`src/rtl/silife_max7219_pkg.sv`:
```
// -----------------------------------------------------------------------------
// silife_max7219_pkg
// Definitions shared by the SiLife MAX7219 driver and its receive-side model:
// register address map, SPI word width, the sink FSM state encoding and small
// helpers that split a 16-bit MAX7219 word into its address and data fields.
// -----------------------------------------------------------------------------
package silife_max7219_pkg;

  localparam int WORD_W = 16;

  localparam logic [3:0] ADDR_NOOP      = 4'h0;
  localparam logic [3:0] ADDR_DIGIT0    = 4'h1;
  localparam logic [3:0] ADDR_DIGIT1    = 4'h2;
  localparam logic [3:0] ADDR_DIGIT2    = 4'h3;
  localparam logic [3:0] ADDR_DIGIT3    = 4'h4;
  localparam logic [3:0] ADDR_DIGIT4    = 4'h5;
  localparam logic [3:0] ADDR_DIGIT5    = 4'h6;
  localparam logic [3:0] ADDR_DIGIT6    = 4'h7;
  localparam logic [3:0] ADDR_DIGIT7    = 4'h8;
  localparam logic [3:0] ADDR_DECODE    = 4'h9;
  localparam logic [3:0] ADDR_INTENSITY = 4'hA;
  localparam logic [3:0] ADDR_SCANLIMIT = 4'hB;
  localparam logic [3:0] ADDR_SHUTDOWN  = 4'hC;
  localparam logic [3:0] ADDR_TEST      = 4'hF;

  typedef enum logic [1:0] {
    ST_IDLE  = 2'd0,
    ST_SHIFT = 2'd1,
    ST_LOAD  = 2'd2
  } state_e;

  // Register address lives in bits [11:8]; bits [15:12] are don't-care.
  function automatic logic [3:0] word_addr(input logic [WORD_W-1:0] w);
    return w[11:8];
  endfunction

  function automatic logic [7:0] word_data(input logic [WORD_W-1:0] w);
    return w[7:0];
  endfunction

  // Digit registers are addressed 1..8; map to array index 0..7.
  function automatic logic [2:0] digit_index(input logic [3:0] addr);
    logic [3:0] idx;
    idx = addr - 4'd1;
    return idx[2:0];
  endfunction

endpackage

```
`src/rtl/silife_max7219_sink_if.sv`:
```
// -----------------------------------------------------------------------------
// silife_max7219_sink_if
// Bundles the SPI pins and the pixel read port of the MAX7219 chain model.
//   i_cs, i_sck, i_mosi : 3-wire SPI from the driver (asynchronous to clk)
//   i_row               : row index for the read port
//   o_row               : lit pixels of the selected row, 8 bits per chip
//   o_enabled           : per-chip shutdown bit (1 = display on)
//   o_load              : one-cycle pulse, valid frame latched
//   o_frame_error       : one-cycle pulse, frame discarded
// master = driver / test side, slave = sink model.
// -----------------------------------------------------------------------------
interface silife_max7219_sink_if #(
  parameter int CHIPS = 4
);
  logic               i_cs;
  logic               i_sck;
  logic               i_mosi;
  logic [2:0]         i_row;
  logic [8*CHIPS-1:0] o_row;
  logic [CHIPS-1:0]   o_enabled;
  logic               o_load;
  logic               o_frame_error;

  modport master (
    output i_cs, i_sck, i_mosi, i_row,
    input  o_row, o_enabled, o_load, o_frame_error
  );

  modport slave (
    input  i_cs, i_sck, i_mosi, i_row,
    output o_row, o_enabled, o_load, o_frame_error
  );
endinterface

```
`src/rtl/silife_spi_sampler.sv`:
```
// -----------------------------------------------------------------------------
// silife_spi_sampler
// Oversamples the SPI pins with clk: 2-flop synchronizers on all three pins,
// a third flop on CS/SCK for edge detection, the chain-wide shift register and
// the modulo-16 bit counter used to judge frame validity.
//   clk, reset   : system clock, async active-low reset
//   i_cs/i_sck/i_mosi : raw SPI pins
//   clear        : hold counter and 'any' cleared (FSM idle)
//   shift_en     : accept SCK rising edges (FSM shifting)
//   frame        : shift register contents, last word in the low bits
//   cs_fall/cs_rise : synchronized CS edge pulses
//   frame_ok     : at least one bit and a whole number of 16-bit words
//   frame_bad    : at least one bit but not a whole number of words
// -----------------------------------------------------------------------------
module silife_spi_sampler
  import silife_max7219_pkg::*;
#(
  parameter int CHIPS = 4
) (
  input  logic                    clk,
  input  logic                    reset,
  input  logic                    i_cs,
  input  logic                    i_sck,
  input  logic                    i_mosi,
  input  logic                    clear,
  input  logic                    shift_en,
  output logic [WORD_W*CHIPS-1:0] frame,
  output logic                    cs_fall,
  output logic                    cs_rise,
  output logic                    frame_ok,
  output logic                    frame_bad
);

  logic [2:0]              cs_sync_r;
  logic [2:0]              sck_sync_r;
  logic [1:0]              mosi_sync_r;
  logic [WORD_W*CHIPS-1:0] shift_r;
  logic [3:0]              cnt_r;
  logic                    any_r;
  logic                    sck_rise_s;
  logic                    shift_now_s;

  // CS synchronizer resets low so a CS already low at reset release produces
  // no falling edge until it has first been seen high.
  always_ff @(posedge clk or negedge reset) begin
    if (!reset) begin
      cs_sync_r   <= 3'b000;
      sck_sync_r  <= 3'b000;
      mosi_sync_r <= 2'b00;
    end else begin
      cs_sync_r   <= {cs_sync_r[1:0], i_cs};
      sck_sync_r  <= {sck_sync_r[1:0], i_sck};
      mosi_sync_r <= {mosi_sync_r[0], i_mosi};
    end
  end

  assign cs_fall    = cs_sync_r[2] & ~cs_sync_r[1];
  assign cs_rise    = ~cs_sync_r[2] & cs_sync_r[1];
  assign sck_rise_s = ~sck_sync_r[2] & sck_sync_r[1];
  // An SCK edge coinciding with the CS rise is not part of the frame.
  assign shift_now_s = shift_en & sck_rise_s & ~cs_rise;

  // Shift register and bit counter; old bits fall off the MSB end.
  always_ff @(posedge clk or negedge reset) begin
    if (!reset) begin
      shift_r <= '0;
      cnt_r   <= 4'd0;
      any_r   <= 1'b0;
    end else if (clear) begin
      cnt_r   <= 4'd0;
      any_r   <= 1'b0;
    end else if (shift_now_s) begin
      shift_r <= {shift_r[WORD_W*CHIPS-2:0], mosi_sync_r[1]};
      cnt_r   <= cnt_r + 4'd1;
      any_r   <= 1'b1;
    end else begin
      shift_r <= shift_r;
    end
  end

  assign frame     = shift_r;
  assign frame_ok  = any_r & (cnt_r == 4'd0);
  assign frame_bad = any_r & (cnt_r != 4'd0);

endmodule

```
`src/rtl/silife_max7219_sink.sv`:
```
// -----------------------------------------------------------------------------
// silife_max7219_sink
// Receive-side model of a daisy chain of CHIPS MAX7219 8x8 drivers. Decodes
// each completed SPI chain frame into per-chip register writes and exposes the
// resulting pixel image through a combinational row read port.
//   clk   : system clock, at least 4x the SCK rate
//   reset : asynchronous active-low reset
//   bus   : slave side of silife_max7219_sink_if (SPI pins, read port, pulses)
// -----------------------------------------------------------------------------
module silife_max7219_sink
  import silife_max7219_pkg::*;
#(
  parameter int CHIPS = 4
) (
  input  logic                  clk,
  input  logic                  reset,
  silife_max7219_sink_if.slave  bus
);

  state_e                  state_r;
  state_e                  state_n_s;
  logic [WORD_W*CHIPS-1:0] frame_s;
  logic [WORD_W-1:0]       words_s [CHIPS];
  logic                    cs_fall_s;
  logic                    cs_rise_s;
  logic                    frame_ok_s;
  logic                    frame_bad_s;
  logic [7:0]              digit_r [CHIPS][8];
  logic [2:0]              scan_limit_r [CHIPS];
  logic [CHIPS-1:0]        shutdown_r;
  logic [CHIPS-1:0]        test_r;
  logic                    load_r;
  logic                    err_r;
  logic [8*CHIPS-1:0]      row_s;

  silife_spi_sampler #(.CHIPS(CHIPS)) u_sampler (
    .clk       (clk),
    .reset     (reset),
    .i_cs      (bus.i_cs),
    .i_sck     (bus.i_sck),
    .i_mosi    (bus.i_mosi),
    .clear     (state_r == ST_IDLE),
    .shift_en  (state_r == ST_SHIFT),
    .frame     (frame_s),
    .cs_fall   (cs_fall_s),
    .cs_rise   (cs_rise_s),
    .frame_ok  (frame_ok_s),
    .frame_bad (frame_bad_s)
  );

  // FSM state register.
  always_ff @(posedge clk or negedge reset) begin
    if (!reset) begin
      state_r <= ST_IDLE;
    end else begin
      state_r <= state_n_s;
    end
  end

  // FSM next-state logic.
  always_comb begin
    state_n_s = state_r;
    case (state_r)
      ST_IDLE: begin
        if (cs_fall_s) begin
          state_n_s = ST_SHIFT;
        end else begin
          state_n_s = ST_IDLE;
        end
      end
      ST_SHIFT: begin
        if (cs_rise_s) begin
          state_n_s = ST_LOAD;
        end else begin
          state_n_s = ST_SHIFT;
        end
      end
      ST_LOAD: state_n_s = ST_IDLE;
      default: state_n_s = ST_IDLE;
    endcase
  end

  // Chip k owns word k of the frame; chip 0 holds the last word shifted.
  always_comb begin
    for (int k = 0; k < CHIPS; k++) begin
      words_s[k] = frame_s[WORD_W*k +: WORD_W];
    end
  end

  // Register file update and result pulses on the LOAD cycle.
  always_ff @(posedge clk or negedge reset) begin
    if (!reset) begin
      for (int k = 0; k < CHIPS; k++) begin
        for (int d = 0; d < 8; d++) begin
          digit_r[k][d] <= 8'h00;
        end
        scan_limit_r[k] <= 3'd0;
      end
      shutdown_r <= '0;
      test_r     <= '0;
      load_r     <= 1'b0;
      err_r      <= 1'b0;
    end else begin
      load_r <= 1'b0;
      err_r  <= 1'b0;
      if (state_r == ST_LOAD) begin
        if (frame_ok_s) begin
          load_r <= 1'b1;
          for (int k = 0; k < CHIPS; k++) begin
            case (word_addr(words_s[k]))
              ADDR_DIGIT0, ADDR_DIGIT1, ADDR_DIGIT2, ADDR_DIGIT3,
              ADDR_DIGIT4, ADDR_DIGIT5, ADDR_DIGIT6, ADDR_DIGIT7:
                digit_r[k][digit_index(word_addr(words_s[k]))] <= word_data(words_s[k]);
              ADDR_SCANLIMIT: scan_limit_r[k] <= word_data(words_s[k])
                                                 & 8'h07 ? word_data(words_s[k]) >> 0 : 3'd0;
              ADDR_SHUTDOWN:  shutdown_r[k] <= word_data(words_s[k]) & 8'h01 ? 1'b1 : 1'b0;
              ADDR_TEST:      test_r[k]     <= word_data(words_s[k]) & 8'h01 ? 1'b1 : 1'b0;
              default: ;
            endcase
          end
        end else if (frame_bad_s) begin
          err_r <= 1'b1;
        end else begin
          err_r <= 1'b0;
        end
      end
    end
  end

  // Row read mux; output byte c shows chip CHIPS-1-c.
  always_comb begin
    row_s = '0;
    for (int c = 0; c < CHIPS; c++) begin
      if (test_r[CHIPS-1-c]) begin
        row_s[8*c +: 8] = 8'hFF;
      end else if (!shutdown_r[CHIPS-1-c] || (bus.i_row > scan_limit_r[CHIPS-1-c])) begin
        row_s[8*c +: 8] = 8'h00;
      end else begin
        row_s[8*c +: 8] = digit_r[CHIPS-1-c][bus.i_row];
      end
    end
  end

  assign bus.o_row         = row_s;
  assign bus.o_enabled     = shutdown_r;
  assign bus.o_load        = load_r;
  assign bus.o_frame_error = err_r;

endmodule

```
`src/flat_wrapper.sv`:
```
// flat-port wrapper written by rule: the top's interface ports become plain ports
module silife_max7219_sink_flat import silife_max7219_pkg::*;
#(
  parameter int CHIPS = 4
)
  (clk, reset, bus_i_cs, bus_i_sck, bus_i_mosi, bus_i_row, bus_o_row, bus_o_enabled, bus_o_load, bus_o_frame_error);
  silife_max7219_sink_if #(.CHIPS(CHIPS)) bus_i ();
  input  logic clk;
  input  logic reset;
  input wire logic [$bits(bus_i.i_cs)-1:0] bus_i_cs;
  input wire logic [$bits(bus_i.i_sck)-1:0] bus_i_sck;
  input wire logic [$bits(bus_i.i_mosi)-1:0] bus_i_mosi;
  input wire logic [$bits(bus_i.i_row)-1:0] bus_i_row;
  output wire logic [$bits(bus_i.o_row)-1:0] bus_o_row;
  output wire logic [$bits(bus_i.o_enabled)-1:0] bus_o_enabled;
  output wire logic [$bits(bus_i.o_load)-1:0] bus_o_load;
  output wire logic [$bits(bus_i.o_frame_error)-1:0] bus_o_frame_error;
  assign bus_i.i_cs = bus_i_cs;
  assign bus_i.i_sck = bus_i_sck;
  assign bus_i.i_mosi = bus_i_mosi;
  assign bus_i.i_row = bus_i_row;
  assign bus_o_row = bus_i.o_row;
  assign bus_o_enabled = bus_i.o_enabled;
  assign bus_o_load = bus_i.o_load;
  assign bus_o_frame_error = bus_i.o_frame_error;
  silife_max7219_sink #(.CHIPS(CHIPS)) u_core (.clk(clk), .reset(reset), .bus(bus_i));
endmodule
```
`config.mk`:
```
export PLATFORM = sky130hd
export DESIGN_NAME = silife_max7219_sink_flat
export DESIGN_NICKNAME = d
export VERILOG_FILES = /design/src/rtl/silife_max7219_pkg.sv /design/src/rtl/silife_max7219_sink_if.sv /design/src/rtl/silife_spi_sampler.sv /design/src/rtl/silife_max7219_sink.sv /design/src/flat_wrapper.sv
export SDC_FILE = /design/constraint.sdc
export NUM_CORES = 1
export LEC_CHECK = 0
export CORE_UTILIZATION = 50
export CTS_CLUSTER_SIZE = 14
export DETAILED_ROUTE_END_ITERATION = 8
export PLACE_DENSITY = 0.75
export SYNTH_ARGS = -nofsm -noshare
export SYNTH_HDL_FRONTEND = slang
export SYNTH_SLANG_ARGS = --single-unit
```
`constraint.sdc`:
```
create_clock -name clk -period 2.7 [get_ports clk]
set_clock_uncertainty 0.05 [all_clocks]
set_input_delay 0.405 -clock clk [delete_from_list [all_inputs] [get_ports clk]]
set_output_delay 0.405 -clock clk [all_outputs]
set_load 0.02 [all_outputs]
```
==> flow_metrics.py, run 1 <==
metrics = {
    "worst_setup_path": {
        "cp-end-kind": "output port",
        "r2r_setup_slack_ps": 80,
        "critical_path_class": "reg -> out",
        "reg2regPathDepth": 8,
        "worstPathRequired_ps": 2250,
        "r2r-end": "u_core.digit_r[181]",
        "cp_max_fo": 8,
        "critPathLaunchType": "flop",
        "crit-reg2reg-launch": "u_core.u_sampler.cnt_r[0]",
        "arrival_ps": 2170,
    },
    "yosys": {
        "netlist_top_cells_count": "dfrtp_1 (353), mux2_2 (322), nand2_1 (124)",
        "syn_avg_cell_area_um2": 14.4,
        "syn-num-nets": 1193,
        "syn_inst": 1155,
        "ys_seq_area_share_pct": 53.2,
        "ys_warn_count": 0,
        "synth.area.top_cells": "dfrtp_1 (53%), mux2_2 (22%), mux4_2 (8.7%)",
        "synthArstFlopShare_pct": 100,
        "ys_ff_latch": 353,
        "synth_top_area_cell": "dfrtp_1",
        "synth_edf_count": 0,
        "synthFlopType": "dfrtp_1",
        "syn_area_um2": 16600,
        "synth.top_cell.area_share_pct": 53.2,
        "synth_cell_types": 53,
        "synth_most_common_cell": "dfrtp_1",
    },
    "placement": {
        "placed_cell_area_um2": 17800,
        "dp_hpwl_um": 21500,
        "numPortBuffers": 45,
        "place_congestion": 0.773,
    },
    "timing": {
        "relSlewSlack_pct": 53.8,
        "rsz0062_at_grt": "true",
        "fin_crit_sh_pct": 97.3,
        "whs_ps": 273,
        "final-hold-violation-count": 0,
        "finalSetupViolations": 0,
        "fmax_mhz": 381,
        "slew_viol_final": 0,
        "tightest_slew_ps": 690,
        "layout_min_cycle_time_ps": 2630,
    },
    "routing": {
        "drtPass1Iterations": 4,
        "ant_nets": 0,
        "drt-initial-drc-count": 603,
        "post-route-drc-count": 0,
        "avgRoutedWirePerCell_um": 20.1,
        "num_vias": 9569,
        "via_per_inst": 5.67,
        "postRouteWirelength_um": 34000,
    },
    "layout": {
        "diodes": 0,
        "final_cell_area_um2": 19000,
        "drive_gt1_share_pct": 46.8,
        "postLayoutCoreUtil_pct": 58.3,
        "regArea_um2": 8830,
        "fillers": 2471,
        "multiInputGateArea_um2": 7280,
        "fin_nets": 1256,
        "syn_to_final_growth_pct": 14.5,
    },
    "hold_path": {
        "holdPathStages": 1,
        "worstHoldEndpoint": "u_core.u_sampler.cs_sync_r[0]",
        "hold_start": "bus_i_cs",
        "hold_class": "in -> reg",
    },
    "outcome": {
        "status": "finished, final reports clean",
    },
    "floorplanning": {
        "design.die.area_um2": 33900,
        "start_util_pct": 50.9,
        "rows": 66,
        "core_um2": 32600,
        "dieHeight_um": 184,
        "dieWidth_um": 184,
        "ioPinCount": 46,
    },
    "job": {
        "drv_cap": 0,
    },
    "global_route": {
        "grt_util_met1_pct": 29.3,
        "grt_max_degree": 75,
        "antenna_found_initial": 0,
        "grt-busiest-layer": "met2",
        "grt_usage_pct": 21.4,
        "grt_pass1_vias": 10300,
        "overflow": 0,
        "grt_pass1_wl_um": 56700,
        "met2_usage_pct": 35.8,
        "grt_use_met3_pct": 3.42,
    },
    "pwr": {
        "p_leak_nw": 9.68,
        "pwr-share-seq_pct": 48.6,
        "internal_power_mw": 8.75,
        "finalPower_mw": 11.2,
        "p_switching_mw": 2.44,
        "clock_power_share_pct": 47.7,
        "power_density_nw_per_um2": 589,
        "ir_worst_vdd_mv": 0.489,
        "netSwitchingFraction_pct": 21.8,
        "comb_power_share_pct": 3.6,
    },
    "cts": {
        "cts_root_buf": "clkbuf_16",
        "tritoncts.num_buffers": 38,
        "cts-htree-levels": 2,
        "clk_latency_ps": 520,
        "cts.clk_slew.worst_paths_ps": 60,
        "cts.sinks": 353,
        "tritoncts": "done",
        "clk_path_buf_depth": 3,
        "postCtsSetupBuffers": 0,
    },
}
cell usage in the layout, fill, tap and decap left out, types with 3 or more instances in the layout:
cell type	synthesis	routed
a2111oi_0	3	3
a211oi_1	4	3
a21o_1	32	32
buf_12	0	12
buf_2	20	3
buf_4	10	53
bufinv_16	0	3
clkbuf_1	39	7
clkbuf_16	0	41
clkbuf_2	1	28
clkbuf_8	0	8
clkdlybuf4s15_2	0	3
clkdlybuf4s50_1	0	9
clkinv_2	0	3
clkinvlp_4	0	5
dfrtp_1	353	353
ha_1	30	30
inv_1	24	24
mux2_2	322	322
mux4_2	64	64
nand2_1	124	123
nand3_1	8	8
nand4_1	8	8
nand4_2	12	8
nand4_4	0	4
nand4b_1	3	3
nand4b_4	1	3
nor2_1	6	6
nor4_4	9	9
o21a_1	4	4
o21ai_0	17	17
or3_1	3	3
or4_1	5	5
xor2_1	3	3
power by group through the flow:
stage / Clock [mW] / Combinational [mW] / Sequential [mW]
floorplan: 0 / 0.292 / 5.46
global placement: 0 / 0.405 / 5.54
detailed placement: 0 / 0.416 / 5.54
CTS: 5.44 / 0.420 / 5.45
global route: 5.66 / 0.457 / 5.46
finish: 5.34 / 0.407 / 5.45
worst max-delay path, cell delays in order (launching register included):
cell             delay [ps]
dfrtp_1                 360
inv_1                    50
ha_1                    290
nand3_1                  70
o21ai_0                  80
o21a_1                  220
buf_12                  150
a21o_1                  170
clkdlybuf4s15_2         250
how the worst max path moves through the flow:
stage          slack (ps)                        from                   to
2_1_floorplan         230  u_core.u_sampler.frame[24]  u_core.digit_r[152]
3_3_place_gp         -160                bus_i_row[0]        bus_o_row[10]
3_5_place_dp         -170                bus_i_row[0]        bus_o_row[22]
4_1_cts                 2      u_core.scan_limit_r[4]        bus_o_row[10]
5_1_grt               -90   u_core.u_sampler.cnt_r[0]  u_core.digit_r[123]
6_report               70      u_core.scan_limit_r[4]         bus_o_row[9]
per-stage QoR:
| stage | instances | setup TNS [ps] | setup WS, ps |
|---|---|---|---|
| after floorplan | 1155 | 0 | 226 |
| after global placement | 1619 | -4300 | -159 |
| after detailed placement | 1619 | -4600 | -167 |
| after CTS | 1687 | 0 | 1.66 |
| after global routing | 1687 | -3090 | -92.1 |
| final | 1687 | 0 | 72.2 |
sequential cells by signal, indices dropped and copies added, names as in the netlist:
name,flops
u_core.bus.o_load,1
u_core.state_r,2
u_core.test_r,4
u_core.u_sampler.mosi_sync_r,2
u_core.u_sampler.cnt_r,4
u_core.u_sampler.frame,60
u_core.u_sampler.sck_sync_r,3
u_core.bus.o_frame_error,1
u_core.bus.o_enabled,4
u_core.scan_limit_r,12
u_core.digit_r,256
u_core.u_sampler.cs_sync_r,3
u_core.u_sampler.any_r,1
cell type report:
cell class	instances	share of cell area, %
clock buffers	56	6.11
clock inverters	11	0.750
inverters	26	0.513
multi-input cells	689	38.3
flip-flops and latches	353	46.5
well taps	442	2.91
repair buffers	110	4.96
metal layers:
metal | up-vias | wire, um
met5 | - | 0
met4 | 0 | 732
met3 | 59 | 1360
met2 | 149 | 16800
met1 | 5050 | 15100
li1 | 4311 | -
what timing repair did:
item / CTS / global route
endpoints found under the hold margin: 41 / 0
hold buffers: 1 / 0
endpoints found under the setup margin: 32 / 143
pin swaps: 0 / 1
gates cloned: 0 / 0
gates resized for setup: 43 / 61
kinds of logic (layout without fill, tap and decap cells):
logic type / Yosys count / after routing / synth area share (%)
simple gates: 200 / 200 / 7.53
xor+xnor: 5 / 5 / 0.264
buf+inv: 113 / 203 / 3.32
fa+ha+maj: 30 / 30 / 2.26
compound gates: 67 / 67 / 2.83
flops: 353 / 353 / 53.2
mux: 387 / 387 / 30.6
Note: power is estimated with default switching activity, not from simulation.
==> run 2: changes to the inputs <==
--- a/config.mk
+++ b/config.mk
@@ -9,6 +9,7 @@
 export CTS_CLUSTER_SIZE = 14
 export DETAILED_ROUTE_END_ITERATION = 8
 export PLACE_DENSITY = 0.75
+export REMOVE_ABC_BUFFERS = 1
 export SYNTH_ARGS = -nofsm -noshare
 export SYNTH_HDL_FRONTEND = slang
 export SYNTH_SLANG_ARGS = --single-unit
==> flow_metrics.py, run 2 (synthesized netlist as in run 1, its figures left out) <==
metrics = {
    "worst_setup_path": {
        "slowest_stage": "nand4_2",
        "max_stage_delay_ps": 430,
        "cp_cell_sequence": "inv_1 -> ha_1 -> nor3b_4 -> nand4b_4 -> inv_1 -> buf_4 -> nand4_2 -> mux2_2",
        "cp_max_fo": 14,
        "arrival_ps": 3050,
        "worstPathBufferInverterCount": 3,
        "crit_family": "simple AND/OR/NAND/NOR gates",
        "critPathLaunchType": "flop",
        "critical_path_class": "reg -> reg",
        "cp-end-kind": "flop",
        "crit_top_cell": "inv_1",
        "worstPathRequired_ps": 3060,
    },
    "routing": {
        "drtPass1Iterations": 4,
        "avgRoutedWirePerCell_um": 20.1,
        "num_vias": 9497,
        "via_per_inst": 5.62,
        "drt-initial-drc-count": 476,
        "postRouteWirelength_um": 33900,
        "ant_nets": 0,
        "post-route-drc-count": 0,
    },
    "layout": {
        "final_cell_area_um2": 19000,
        "largest_reg_flops": 256,
        "drive_gt1_share_pct": 47.0,
        "fin_nets": 1259,
        "syn_to_final_growth_pct": 14.2,
        "final_common_cell": "dfrtp_1",
        "top_register": "u_core.digit_r",
        "postLayoutCoreUtil_pct": 58.1,
        "diodes": 0,
        "layout_common_cells": "dfrtp_1 (353), mux2_2 (322), nand2_1 (123)",
    },
    "job": {
        "drv_cap": 0,
    },
    "global_route": {
        "grt_max_degree": 71,
        "overflow": 0,
        "grt_pass1_wl_um": 55600,
        "grt_pass1_vias": 10100,
        "antenna_found_initial": 0,
        "grt_usage_pct": 21.1,
    },
    "pwr": {
        "finalPower_mw": 11.2,
        "power_density_nw_per_um2": 591,
        "ir_worst_vdd_mv": 0.583,
        "p_leak_nw": 9.69,
    },
    "hold_path": {
        "hold_class": "in -> reg",
    },
    "cts": {
        "cts-htree-levels": 2,
        "cts_root_buf": "clkbuf_16",
        "cts.sinks": 353,
        "clk_latency_ps": 530,
        "cts.clk_slew.worst_paths_ps": 60,
        "tritoncts": "done",
        "tritoncts.num_buffers": 39,
        "clk_path_buf_depth": 3,
    },
    "timing": {
        "whs_ps": 268,
        "final-hold-violation-count": 0,
        "rsz0062_at_grt": "true",
        "setup_tns_ps": 0,
        "fmax_mhz": 372,
        "layout_min_cycle_time_ps": 2690,
        "slew_viol_final": 0,
        "fin_crit_sh_pct": 99.6,
        "relSlewSlack_pct": 56.1,
        "finalSetupViolations": 0,
        "tightest_slew_ps": 654,
    },
    "floorplanning": {
        "ioPinCount": 46,
        "core_um2": 32600,
        "rows": 66,
        "dieWidth_um": 184,
        "dieHeight_um": 184,
        "start_util_pct": 50.9,
        "design.die.area_um2": 33900,
    },
    "placement": {
        "dp_hpwl_um": 21600,
        "place_congestion": 0.756,
        "placed_cell_area_um2": 17800,
        "numPortBuffers": 45,
    },
    "outcome": {
        "status": "finished, final reports clean",
    },
}
## run 2: changes by cell type in the layout (fill, tap and decap cells not counted), sizes merged, moves of 2 or more
cell	previous run	this run
clkinv	4	8
clkdlybuf4s15	3	0
clkinvlp	5	1
buf	69	71
inv	25	28
## run 2: per-stage QoR
stage	instances	setup slack, ps
CTS	1689	0.634
global route	1689	-107
global placement	1621	-185
finish	1689	12.0
detailed placement	1621	-208
floorplan	1068	-186
## run 2: report_power, final
group | total [mW] | switching (mW) | internal [mW]
Combinational | 0.417 | 0.264 | 0.153
Clock | 5.33 | 2.10 | 3.23
Sequential | 5.45 | 0.112 | 5.34
Total | 11.2 | 2.48 | 8.72
## run 2: final cells by class
type                    instances  area, um^2
fillers                      2589       13700
repair buffers                112         951
clock inverters                15         193
clock buffers                  52        1090
well taps                     442         553
flip-flops and latches        353        8830
multi-input cells             689        7230
inverters                      26        97.6
## run 2: worst paths after layout
check | from | to | slack, ps | cells after the start
worst min register to register | u_core.u_sampler.cs_sync_r[0] | u_core.u_sampler.cs_sync_r[1] | 300 | 0
worst max-delay path | u_core.u_sampler.cnt_r[1] | u_core.digit_r[110] | 10 | 8
min in group asynchronous | reset | u_core.digit_r[149] | 400 | 2
max in group asynchronous | reset | u_core.u_sampler.frame[9] | 1460 | 3
worst max register to register | u_core.u_sampler.cnt_r[1] | u_core.digit_r[110] | 10 | 8
worst min-delay path | bus_i_sck | u_core.u_sampler.sck_sync_r[0] | 270 | 1
## run 2: what timing repair did
item,4_1_cts,5_1_grt
buffers inserted,0,0
resized for setup,41,58
hold buffers,1,0
cloned,0,0
endpoints found under the hold margin,62,0
pin swaps,0,1
setup endpoints to repair,40,160
## run 2: metal layers
| metal | up-vias | track usage [%] | wire, um |
|---|---|---|---|
| li1 | 4310 | - | - |
| met1 | 4999 | 29.1 | 15400 |
| met2 | 136 | 35.3 | 16600 |
| met3 | 52 | 3.14 | 1220 |
| met4 | 0 | 5.43 | 673 |
| met5 | - | 0 | 0 |
==> patch (config.mk and constraints of run 2) <==
Change the package constant `WORD_W` from 16 to 32.
--- a/src/rtl/silife_max7219_pkg.sv
+++ b/src/rtl/silife_max7219_pkg.sv
@@ -7,5 +7,5 @@
 package silife_max7219_pkg;
 
-  localparam int WORD_W = 16;
+  localparam int WORD_W = 32;
 
   localparam logic [3:0] ADDR_NOOP      = 4'h0;
Formal check against the unedited RTL: no difference found for any inputs over 4 cycles, from zero or initial values and one cycle with reset low; that may be too few to reach the edited logic, so the function may still have changed.
==> patch against run 2 <==
- worst setup slack better by 0.082 ns
- non-clock buffer count down 12
- first-iteration DRC count down 11%
- final area up 11%
- synthesized area up 11%
- register-to-register slack better by 0.11 ns
- synthesized cell count up 2.7%
- routed wire length up 2.9%
- sequential cell count up 48
- total power up 13%
- critical path type is now flip-flop to primary output
- largest power group unchanged
==> patch: results (changes against run 2) <==
hold_path:
  min_to: "u_core.u_sampler.mosi_sync_r[0]"  # was u_core.u_sampler.sck_sync_r[0]
  hold_start: "bus_i_mosi"  # was bus_i_sck
  hold_path.class: "primary input to flip-flop"  # unchanged
placed_design:
  dp_cells: 1650  # was 1621
  place_hpwl_um: 21700  # was 21600 µm
  place_ws_ns: -0.176  # was -0.208 ns
  gp_congestion: 0.759  # was 0.756
worst_setup_path:
  cpPeakStageDelay_ns: 0.39  # was 0.43 ns
  crit_slowest_cell: "dfrtp_1"  # was nand4_2
  reg2reg_to: "u_core.digit_r[114]"  # was u_core.digit_r[110]
  critical_path.top_delay_family: "compound AO/OA/AOI/OAI gates"  # was simple AND/OR/NAND/NOR gates
  crit_arrival_ns: 2.15  # was 3.05 ns
  path_max_fanout: 8  # was 14
  rr_worst_depth: 9  # was 8
  r2r_slack_ns: 0.12  # was 0.01 ns
  crit_path_end: "bus_o_row[8]"  # was u_core.digit_r[110]
  r2r-start: "u_core.u_sampler.cnt_r[0]"  # was u_core.u_sampler.cnt_r[1]
detailed_routing:
  detail_route.vias_per_cell: 5.75  # was 5.62
  drt-initial-drc-count: 423  # was 476
  vias: 9950  # was 9497
  dr_wl_met2_um: 17200  # was 16600 µm
  wl_met3_um: 1100  # was 1220 µm
  first_pass_iters: 6  # was 4
  wirelength_um: 34900  # was 33900 µm
  routedLengthMet1_um: 16000  # was 15400 µm
grt:
  grtUsageMet3_pct: 2.38  # was 3.14%
  grt_max_degree: 79  # was 71
  met2_usage_pct: 32.2  # was 35.3%
  grtUsageMet1_pct: 27.1  # was 29.1%
  grtUsageTotal_pct: 19.4  # was 21.1%
  grt_pass1_wl_um: 57800  # was 55600 µm
  first_global_vias: 10470  # was 10.1k
clock_network:
  cts_root_buf: "clkbuf_16"  # unchanged
  numCtsBuffers: 43  # was 39
timing:
  hold-worst-slack_ns: 0.264  # was 0.268 ns
  slew_headroom_pct: 43.2  # was 56.1%
logic_synthesis:
  avgSynthCellArea_um2: 15.5  # was 14.4 µm²
  synth_compound_area_share_pct: 2.44  # was 2.83%
  synthMuxAreaShare_pct: 33.2  # was 30.6%
  synthXorXnorAreaFrac_pct: 0.286  # was 0.264%
  synth_seq_area_share_pct: 54.7  # was 53.2%
  synth_area_leaders: "dfrtp_1 (55%), mux2_2 (24%), mux4_2 (7.9%), ha_1 (2.0%), nor4_4 (1.5%)"  # was dfrtp_1 (53%), mux2_2 (22%), mux4_2 (8.7%), nand2_1 (2.8%), ha_1 (2.3%)
  synthAdderAreaFrac_pct: 2.04  # was 2.26%
  synthTopCellsByCount: "dfrtp_1 (401), mux2_2 (393), mux4_2 (64), a21o_1 (32), ha_1 (30)"  # was dfrtp_1 (353), mux2_2 (322), nand2_1 (124), mux4_2 (64), clkbuf_1 (39)
power:
  p_switching_w: 0.00270  # was 0.00248 W
  ir_drop_uv: 355  # was 583 µV
  pg_seq_w: 0.00619  # was 0.00545 W
  leakage_nw: 10.6  # was 9.69 nW
layout:
  fillCellCount: 2703  # was 2589
  drive_gt1_share_pct: 51.7  # was 47.0%
  nets: 1278  # was 1259
outcome:
  status: "finished clean"  # unchanged
-- patch: repair_timing --
item                                    in CTS  in global routing
endpoints found under the setup margin      32                 96
hold endpoints to repair                    70                  0
resized for setup                           44                 49
setup buffers                                0                  5
pin swaps                                    0                  6
hold buffers                                 1                  0
-- patch: metrics by stage --
step,power (W),cell area [µm²]
after floorplan,0.00644,17900
after global placement,0.00675,19600
after detailed placement,0.00676,19600
after CTS,0.0128,21000
after global routing,0.0131,21000
final,0.0126,21000
-- patch: layout make-up --
type / instances / area, µm² / share of cell area (%)
Sequential cell: 401 / 10000 / 47.8
Clock inverter: 13 / 199 / 0.947
Tap cell: 461 / 577 / 2.75
Timing Repair Buffer: 100 / 1040 / 4.95
Clock buffer: 62 / 1260 / 5.98
Inverter: 28 / 105 / 0.500
Multi-Input combinational cell: 666 / 7800 / 37.1
